[src/rtl/alu_decode_stage_pkg.sv]
// Shared core definitions for the ALU decode stage: ALU opcode enum, RV opcode
// constants and the decoded control bundle passed from decoder to pipeline register.
package alu_decode_stage_pkg;

    typedef enum logic [3:0] {
        ALU_ADD  = 4'd0,
        ALU_SUB  = 4'd1,
        ALU_SLT  = 4'd2,
        ALU_SLTU = 4'd3,
        ALU_XOR  = 4'd4,
        ALU_OR   = 4'd5,
        ALU_AND  = 4'd6,
        ALU_SLL  = 4'd7,
        ALU_SRL  = 4'd8,
        ALU_SRA  = 4'd9
    } alu_op_e;

    localparam logic [6:0] OPC_OP     = 7'b0110011;
    localparam logic [6:0] OPC_OP_IMM = 7'b0010011;
    localparam logic [6:0] F7_BASE    = 7'b0000000;
    localparam logic [6:0] F7_ALT     = 7'b0100000;

    typedef struct packed {
        alu_op_e    op;
        logic       imm_sel;
        logic [4:0] rs1_addr;
        logic [4:0] rs2_addr;
        logic [4:0] rd_addr;
        logic       rd_we;
    } dec_ctrl_t;

    // funct3 -> ALU op for the base (funct7 = 0000000) encodings
    function automatic alu_op_e base_op(input logic [2:0] funct3);
        case (funct3)
            3'b000:  return ALU_ADD;
            3'b001:  return ALU_SLL;
            3'b010:  return ALU_SLT;
            3'b011:  return ALU_SLTU;
            3'b100:  return ALU_XOR;
            3'b101:  return ALU_SRL;
            3'b110:  return ALU_OR;
            default: return ALU_AND;
        endcase
    endfunction

endpackage

[src/rtl/alu_decode_stage_decoder.sv]
// Purely combinational OP / OP-IMM decoder (module alu_op_decoder); flags every
// other opcode/funct combination as illegal.
module alu_op_decoder
    import alu_decode_stage_pkg::*;
#(
    parameter int XLEN = 32
) (
    input  logic [31:0]     i_instr,
    output logic            o_legal,
    output dec_ctrl_t       o_ctrl,
    output logic [XLEN-1:0] o_imm
);

    logic [6:0] w_opcode;
    logic [2:0] w_funct3;
    logic [6:0] w_funct7;

    assign w_opcode = i_instr[6:0];
    assign w_funct3 = i_instr[14:12];
    assign w_funct7 = i_instr[31:25];

    // NOTE: every output gets a default first so no path leaves it unassigned (no latches).
    always_comb begin
        o_legal         = 1'b0;
        o_ctrl.op       = ALU_ADD;
        o_ctrl.imm_sel  = 1'b0;
        o_ctrl.rs1_addr = i_instr[19:15];
        o_ctrl.rs2_addr = i_instr[24:20];
        o_ctrl.rd_addr  = i_instr[11:7];
        o_ctrl.rd_we    = |i_instr[11:7];
        o_imm           = '0;
        case (w_opcode)
            OPC_OP: begin
                if (w_funct7 == F7_BASE) begin
                    o_legal   = 1'b1;
                    o_ctrl.op = base_op(w_funct3);
                end else if (w_funct7 == F7_ALT && w_funct3 == 3'b000) begin
                    o_legal   = 1'b1;
                    o_ctrl.op = ALU_SUB;
                end else if (w_funct7 == F7_ALT && w_funct3 == 3'b101) begin
                    o_legal   = 1'b1;
                    o_ctrl.op = ALU_SRA;
                end
            end
            OPC_OP_IMM: begin
                o_ctrl.imm_sel  = 1'b1;
                o_ctrl.rs2_addr = 5'd0;
                case (w_funct3)
                    3'b001: begin
                        o_legal   = (w_funct7 == F7_BASE);
                        o_ctrl.op = ALU_SLL;
                        o_imm     = {{(XLEN-5){1'b0}}, i_instr[24:20]};
                    end
                    3'b101: begin
                        o_legal   = (w_funct7 == F7_BASE) || (w_funct7 == F7_ALT);
                        o_ctrl.op = (w_funct7 == F7_ALT) ? ALU_SRA : ALU_SRL;
                        o_imm     = {{(XLEN-5){1'b0}}, i_instr[24:20]};
                    end
                    default: begin
                        o_legal   = 1'b1;
                        o_ctrl.op = base_op(w_funct3);
                        o_imm     = {{(XLEN-12){i_instr[31]}}, i_instr[31:20]};
                    end
                endcase
            end
            default: ;
        endcase
    end

endmodule

[src/rtl/alu_decode_stage.sv]
// ALU decode stage: fetch handshake, one output register, illegal counter.
// Define ALU_DECODE_SKID_EN to add a one-entry skid buffer and register o_if_ready.
module alu_decode_stage
    import alu_decode_stage_pkg::*;
#(
    parameter int XLEN = 32
) (
    input  logic            i_clk,
    input  logic            i_rst_n,
    input  logic            i_if_valid,
    output logic            o_if_ready,
    input  logic [31:0]     i_if_instr,
    input  logic            i_flush,
    output logic            o_ex_valid,
    input  logic            i_ex_ready,
    output logic [3:0]      o_ex_op,
    output logic            o_ex_imm_sel,
    output logic [XLEN-1:0] o_ex_imm,
    output logic [4:0]      o_ex_rs1_addr,
    output logic [4:0]      o_ex_rs2_addr,
    output logic [4:0]      o_ex_rd_addr,
    output logic            o_ex_rd_we,
    output logic            o_illegal,
    output logic [7:0]      o_illegal_cnt
);

    logic            w_legal;
    dec_ctrl_t       w_ctrl;
    logic [XLEN-1:0] w_imm;
    logic            w_accept;
    logic            w_load;
    logic            w_out_free;

    logic            r_ex_valid;
    dec_ctrl_t       r_ex_ctrl;
    logic [XLEN-1:0] r_ex_imm;
    logic            r_illegal;
    logic [7:0]      r_illegal_cnt;

    alu_op_decoder #(.XLEN(XLEN)) u_dec (
        .i_instr (i_if_instr),
        .o_legal (w_legal),
        .o_ctrl  (w_ctrl),
        .o_imm   (w_imm)
    );

    assign w_accept   = i_if_valid && o_if_ready && !i_flush;
    assign w_load     = w_accept && w_legal;
    assign w_out_free = !r_ex_valid || i_ex_ready;

`ifdef ALU_DECODE_SKID_EN
    logic            r_skid_valid;
    dec_ctrl_t       r_skid_ctrl;
    logic [XLEN-1:0] r_skid_imm;

    // Ready depends only on skid occupancy (and flush), never on i_ex_ready.
    assign o_if_ready = !r_skid_valid && !i_flush;

    // NOTE: sequential state uses non-blocking assignments so all registers update together.
    always_ff @(posedge i_clk or negedge i_rst_n) begin
        if (!i_rst_n) begin
            r_ex_valid   <= 1'b0;
            r_ex_ctrl    <= '0;
            r_ex_imm     <= '0;
            r_skid_valid <= 1'b0;
            r_skid_ctrl  <= '0;
            r_skid_imm   <= '0;
        end else if (i_flush) begin
            r_ex_valid   <= 1'b0;
            r_ex_ctrl    <= '0;
            r_ex_imm     <= '0;
            r_skid_valid <= 1'b0;
        end else if (w_out_free) begin
            if (r_skid_valid) begin
                r_ex_valid   <= 1'b1;
                r_ex_ctrl    <= r_skid_ctrl;
                r_ex_imm     <= r_skid_imm;
                r_skid_valid <= 1'b0;
            end else if (w_load) begin
                r_ex_valid <= 1'b1;
                r_ex_ctrl  <= w_ctrl;
                r_ex_imm   <= w_imm;
            end else begin
                r_ex_valid <= 1'b0;
            end
        end else if (w_load) begin
            r_skid_valid <= 1'b1;
            r_skid_ctrl  <= w_ctrl;
            r_skid_imm   <= w_imm;
        end
    end
`else
    assign o_if_ready = w_out_free && !i_flush;

    // NOTE: sequential state uses non-blocking assignments so all registers update together.
    always_ff @(posedge i_clk or negedge i_rst_n) begin
        if (!i_rst_n) begin
            r_ex_valid <= 1'b0;
            r_ex_ctrl  <= '0;
            r_ex_imm   <= '0;
        end else if (i_flush) begin
            r_ex_valid <= 1'b0;
            r_ex_ctrl  <= '0;
            r_ex_imm   <= '0;
        end else if (w_out_free) begin
            r_ex_valid <= w_load;
            if (w_load) begin
                r_ex_ctrl <= w_ctrl;
                r_ex_imm  <= w_imm;
            end
        end
    end
`endif

    always_ff @(posedge i_clk or negedge i_rst_n) begin
        if (!i_rst_n) begin
            r_illegal     <= 1'b0;
            r_illegal_cnt <= '0;
        end else begin
            r_illegal <= w_accept && !w_legal;
            if (w_accept && !w_legal && r_illegal_cnt != 8'hFF) begin
                r_illegal_cnt <= r_illegal_cnt + 8'd1;
            end
        end
    end

    assign o_ex_valid    = r_ex_valid;
    assign o_ex_op       = r_ex_ctrl.op;
    assign o_ex_imm_sel  = r_ex_ctrl.imm_sel;
    assign o_ex_imm      = r_ex_imm;
    assign o_ex_rs1_addr = r_ex_ctrl.rs1_addr;
    assign o_ex_rs2_addr = r_ex_ctrl.rs2_addr;
    assign o_ex_rd_addr  = r_ex_ctrl.rd_addr;
    assign o_ex_rd_we    = r_ex_ctrl.rd_we;
    assign o_illegal     = r_illegal;
    assign o_illegal_cnt = r_illegal_cnt;

endmodule

[config.mk]
export PLATFORM = sky130hd
export DESIGN_NAME = alu_decode_stage
export DESIGN_NICKNAME = d
export VERILOG_FILES = /design/src/rtl/alu_decode_stage_pkg.sv /design/src/rtl/alu_decode_stage_decoder.sv /design/src/rtl/alu_decode_stage.sv
export SDC_FILE = /design/constraint.sdc
export NUM_CORES = 1
export LEC_CHECK = 0
export ABC_AREA = 1
export CAP_MARGIN = 5
export CORE_MARGIN = 8
export CORE_UTILIZATION = 48
export CTS_CLUSTER_DIAMETER = 50
export CTS_CLUSTER_SIZE = 10
export DETAILED_ROUTE_END_ITERATION = 6
export GPL_ROUTABILITY_DRIVEN = 0
export HOLD_SLACK_MARGIN = 0.1
export PLACE_DENSITY = 0.87
export SYNTH_ARGS = -nofsm -noshare
export SYNTH_HDL_FRONTEND = slang
export SYNTH_SLANG_ARGS = --single-unit
[constraint.sdc]
create_clock -name i_clk -period 4.6 [get_ports i_clk]
set_clock_uncertainty 0.2 [all_clocks]
set_input_delay 0.69 -clock i_clk [delete_from_list [all_inputs] [get_ports i_clk]]
set_output_delay 0.69 -clock i_clk [all_outputs]
set_load 0.02 [all_outputs]
==> results.md <==
- Outcome: completed
- Die Area: 8021 sq um
- Area occupied by multi-input gates: 1184 sq um
- CTS Buf Count: 5
- Fin. Hold Viols: 0
- H-tree levels: 2
- Pleak: 0.001684 uW
- Leading area contributor after synthesis: dfrtp_1
- Fin Hold WS: 306.5 ps
- Total power: 875.1 uW
- Area contributors post-synth: dfrtp_1 41%, nand3_2 12%, nand2_1 9.5%
- CTS resizes: 0
- Clock Root Buffer: clkbuf_8
- Fillers: 414
- Wire length of the first global-routing pass: 10.58 mm
- Fmax: 338.4 MHz
- Worst Hold Class: register to register
- Syn Nets: 335
- Syn avg cell area: 8.746 sq um
- Inst Count DP: 435
- Worst-Skew Late Latency: 300 ps
- Final #Nets: 410
- Die height: 89.56 microns
- Final period utilization: 64.24%
- Post-Route WL: 6.719 mm
- Critical Path RT: 4590 ps
- Setup slack after layout: 1645 ps
- Max-Cap Viols: 0
- Crit path max fanout: 35
- Synthesis-to-layout area growth: 36.95%
- Gr usage total: 16.93%
- Pre-CTS setup slack: 1370 ps
- Post-CTS setup buffer count: 0
- Mapped cell area: 2597 sq um
- IO Pins: 101
- CTS tree: yes
- Yosys warning count: 0
- # DRC: 0
- Core area: 5172 sq um
- Setup violators final: 0
- Post-DP HPWL: 4.967 mm
- Max VDD drop: 262.8 uV
- CTS Hold Buffers Added: 0
- Num Clock Sinks: 43
- Startpoint Class: primary input
- CP Class: primary input to register
- Die width: 89.56 microns
- Share of layout cells above drive strength 1: 15.55%
- Initial antenna violation count: 0
- Pre-Repair DR Iteration Count: 4
- Initial core utilization: 50.22%
- Post-synth cell types: 27
- Rows: 26
- FF+latch count, synth: 43
- Vias: 2310
- Fin crit period: 2955 ps
- Finished Layout Cells: 443
- Arrival time at the worst endpoint: 2950 ps
- Wirelength per Cell: 15.17 microns
- Synth top area share: 41.43%
- Least-Margin Pin Slew: 958.8 ps
- FF/Latch Area: 1076 sq um
- Critical path endpoint category: register
- Max-slew headroom: 36.08%
- Grt ovf: 0
- Synth Instances: 297
- Via/cell ratio: 5.214
- Slew Viols, Final: 0
- Iter 0 DRT Violations: 196
- Seq/Total Area, Yosys: 41.43%
- Pwr dens: 246.0 nW/um^2
- Clock buffer depth: 2
- Number of buffers added on ports: 100
- Vias in the first global route: 2156
- Largest net degree at the start of global routing: 44
- Reg clk slew, reported paths: 80 ps
- Setup tns final: 0 ps
- RSZ-0062 raised after global routing: no
- Post-DRT Antenna Nets: 0
- Ant diodes: 0
[sequential cells by signal, indices dropped and copies added, names as in the netlist]
register and cells:
o_ex_imm 12, o_ex_imm_sel 1, o_ex_op 4, o_ex_rd_addr 5, o_ex_rd_we 1, o_ex_rs1_addr 5, o_ex_rs2_addr 5, o_ex_valid 1
o_illegal 1, o_illegal_cnt 8
[synthesized netlist by cell type]
library cell  instances
dfrtp_1              43
inv_1                18
xor2_1                4
inv_2                 5
a21oi_1               1
nor2_4                3
nor3_1                3
buf_2                 3
nor2_1               13
nor4_1                1
buf_4                23
nand2_4               2
o21ai_1               1
xnor2_1               2
clkbuf_1              5
o21ai_0               3
nand3_2              30
buf_8                 3
nand2_8               2
nand2_1              66
nand4_1              23
nand3_1              32
nand2_2               3
nand4_2               1
nor3b_1               5
nor2_2                1
ha_1                  1
[cell usage in the layout, fill, tap and decap left out, drive strengths merged, types with 4 or more instances in the layout]
cell,synthesis,layout
clkdlybuf4s50,0,99
nand2,73,73
nand3,62,62
dfrtp,43,43
nand4,24,24
inv,23,23
nor2,17,17
nor3b,5,5
clkbuf,5,5
xor2,4,4
o21ai,4,4
[final timing paths]
kind | startpoint | end | slack, ps | depth (start not counted)
worst max-delay path | i_if_instr[3] | o_ex_rd_addr[1]$_DFFE_PN0P_ | 1650 | 9
worst min-delay path | o_ex_imm[9]$_DFFE_PN0P_ | o_ex_imm[9]$_DFFE_PN0P_ | 310 | 2
worst max register to register | o_illegal_cnt[0]$_DFFE_PN0P_ | o_illegal_cnt[4]$_DFFE_PN0P_ | 2630 | 7
worst min register to register | o_ex_imm[9]$_DFFE_PN0P_ | o_ex_imm[9]$_DFFE_PN0P_ | 310 | 2
max in group asynchronous | i_rst_n | o_ex_imm[9]$_DFFE_PN0P_ | 3270 | 1
min in group asynchronous | i_rst_n | o_ex_valid$_DFFE_PN0P_ | 340 | 1
[per-stage QoR]
step                util [%]  cell area, sq um
global route           68.77              3557
detailed placement     66.59              3445
floorplan                  -              2597
finish                 68.77              3557
global placement       66.59              3445
CTS                    68.77              3557
[area by class of cell]
cell class / count / share of cell area (%)
Sequential cell: 43 / 30.25
Multi-Input combinational cell: 197 / 33.27
Clock inverter: 3 / 1.231
Timing Repair Buffer: 102 / 28.42
Inverter: 23 / 2.427
Clock buffer: 5 / 1.935
Tap cell: 70 / 2.462
[cell families after synthesis]
group	share of synthesized area (%)
AOI/OAI and AO/OA	0.9629
and+or+nand+nor	42.10
buffers and inverters	13.01
DFF	41.43
xor gates and xnor gates	2.023
adders and majority gates	0.4816
[worst max-delay path, stage by stage]
cell and delay (ps):
clkdlybuf4s50_1 400, nor2_1 160, nand4_1 500, inv_2 370
nand2_4 110, nand2_8 230, nand2_8 250, nand3_1 150
nand2_1 60
[metal layers]
metal / global-route usage, % / up-vias / wire [microns]
li1: - / 1125 / -
met1: 21.63 / 1088 / 2686
met2: 27.27 / 85 / 3364
met3: 4.412 / 12 / 577
met4: 4.985 / 0 / 91
met5: 0 / - / 0
[power breakdown]
part           switching [uW]  leakage, uW  internal, uW
logic                    86.7      0.00103          78.6
registers                21.1     0.000595           393
clock network             134    0.0000581           162
(Power assumes the default switching activity.)
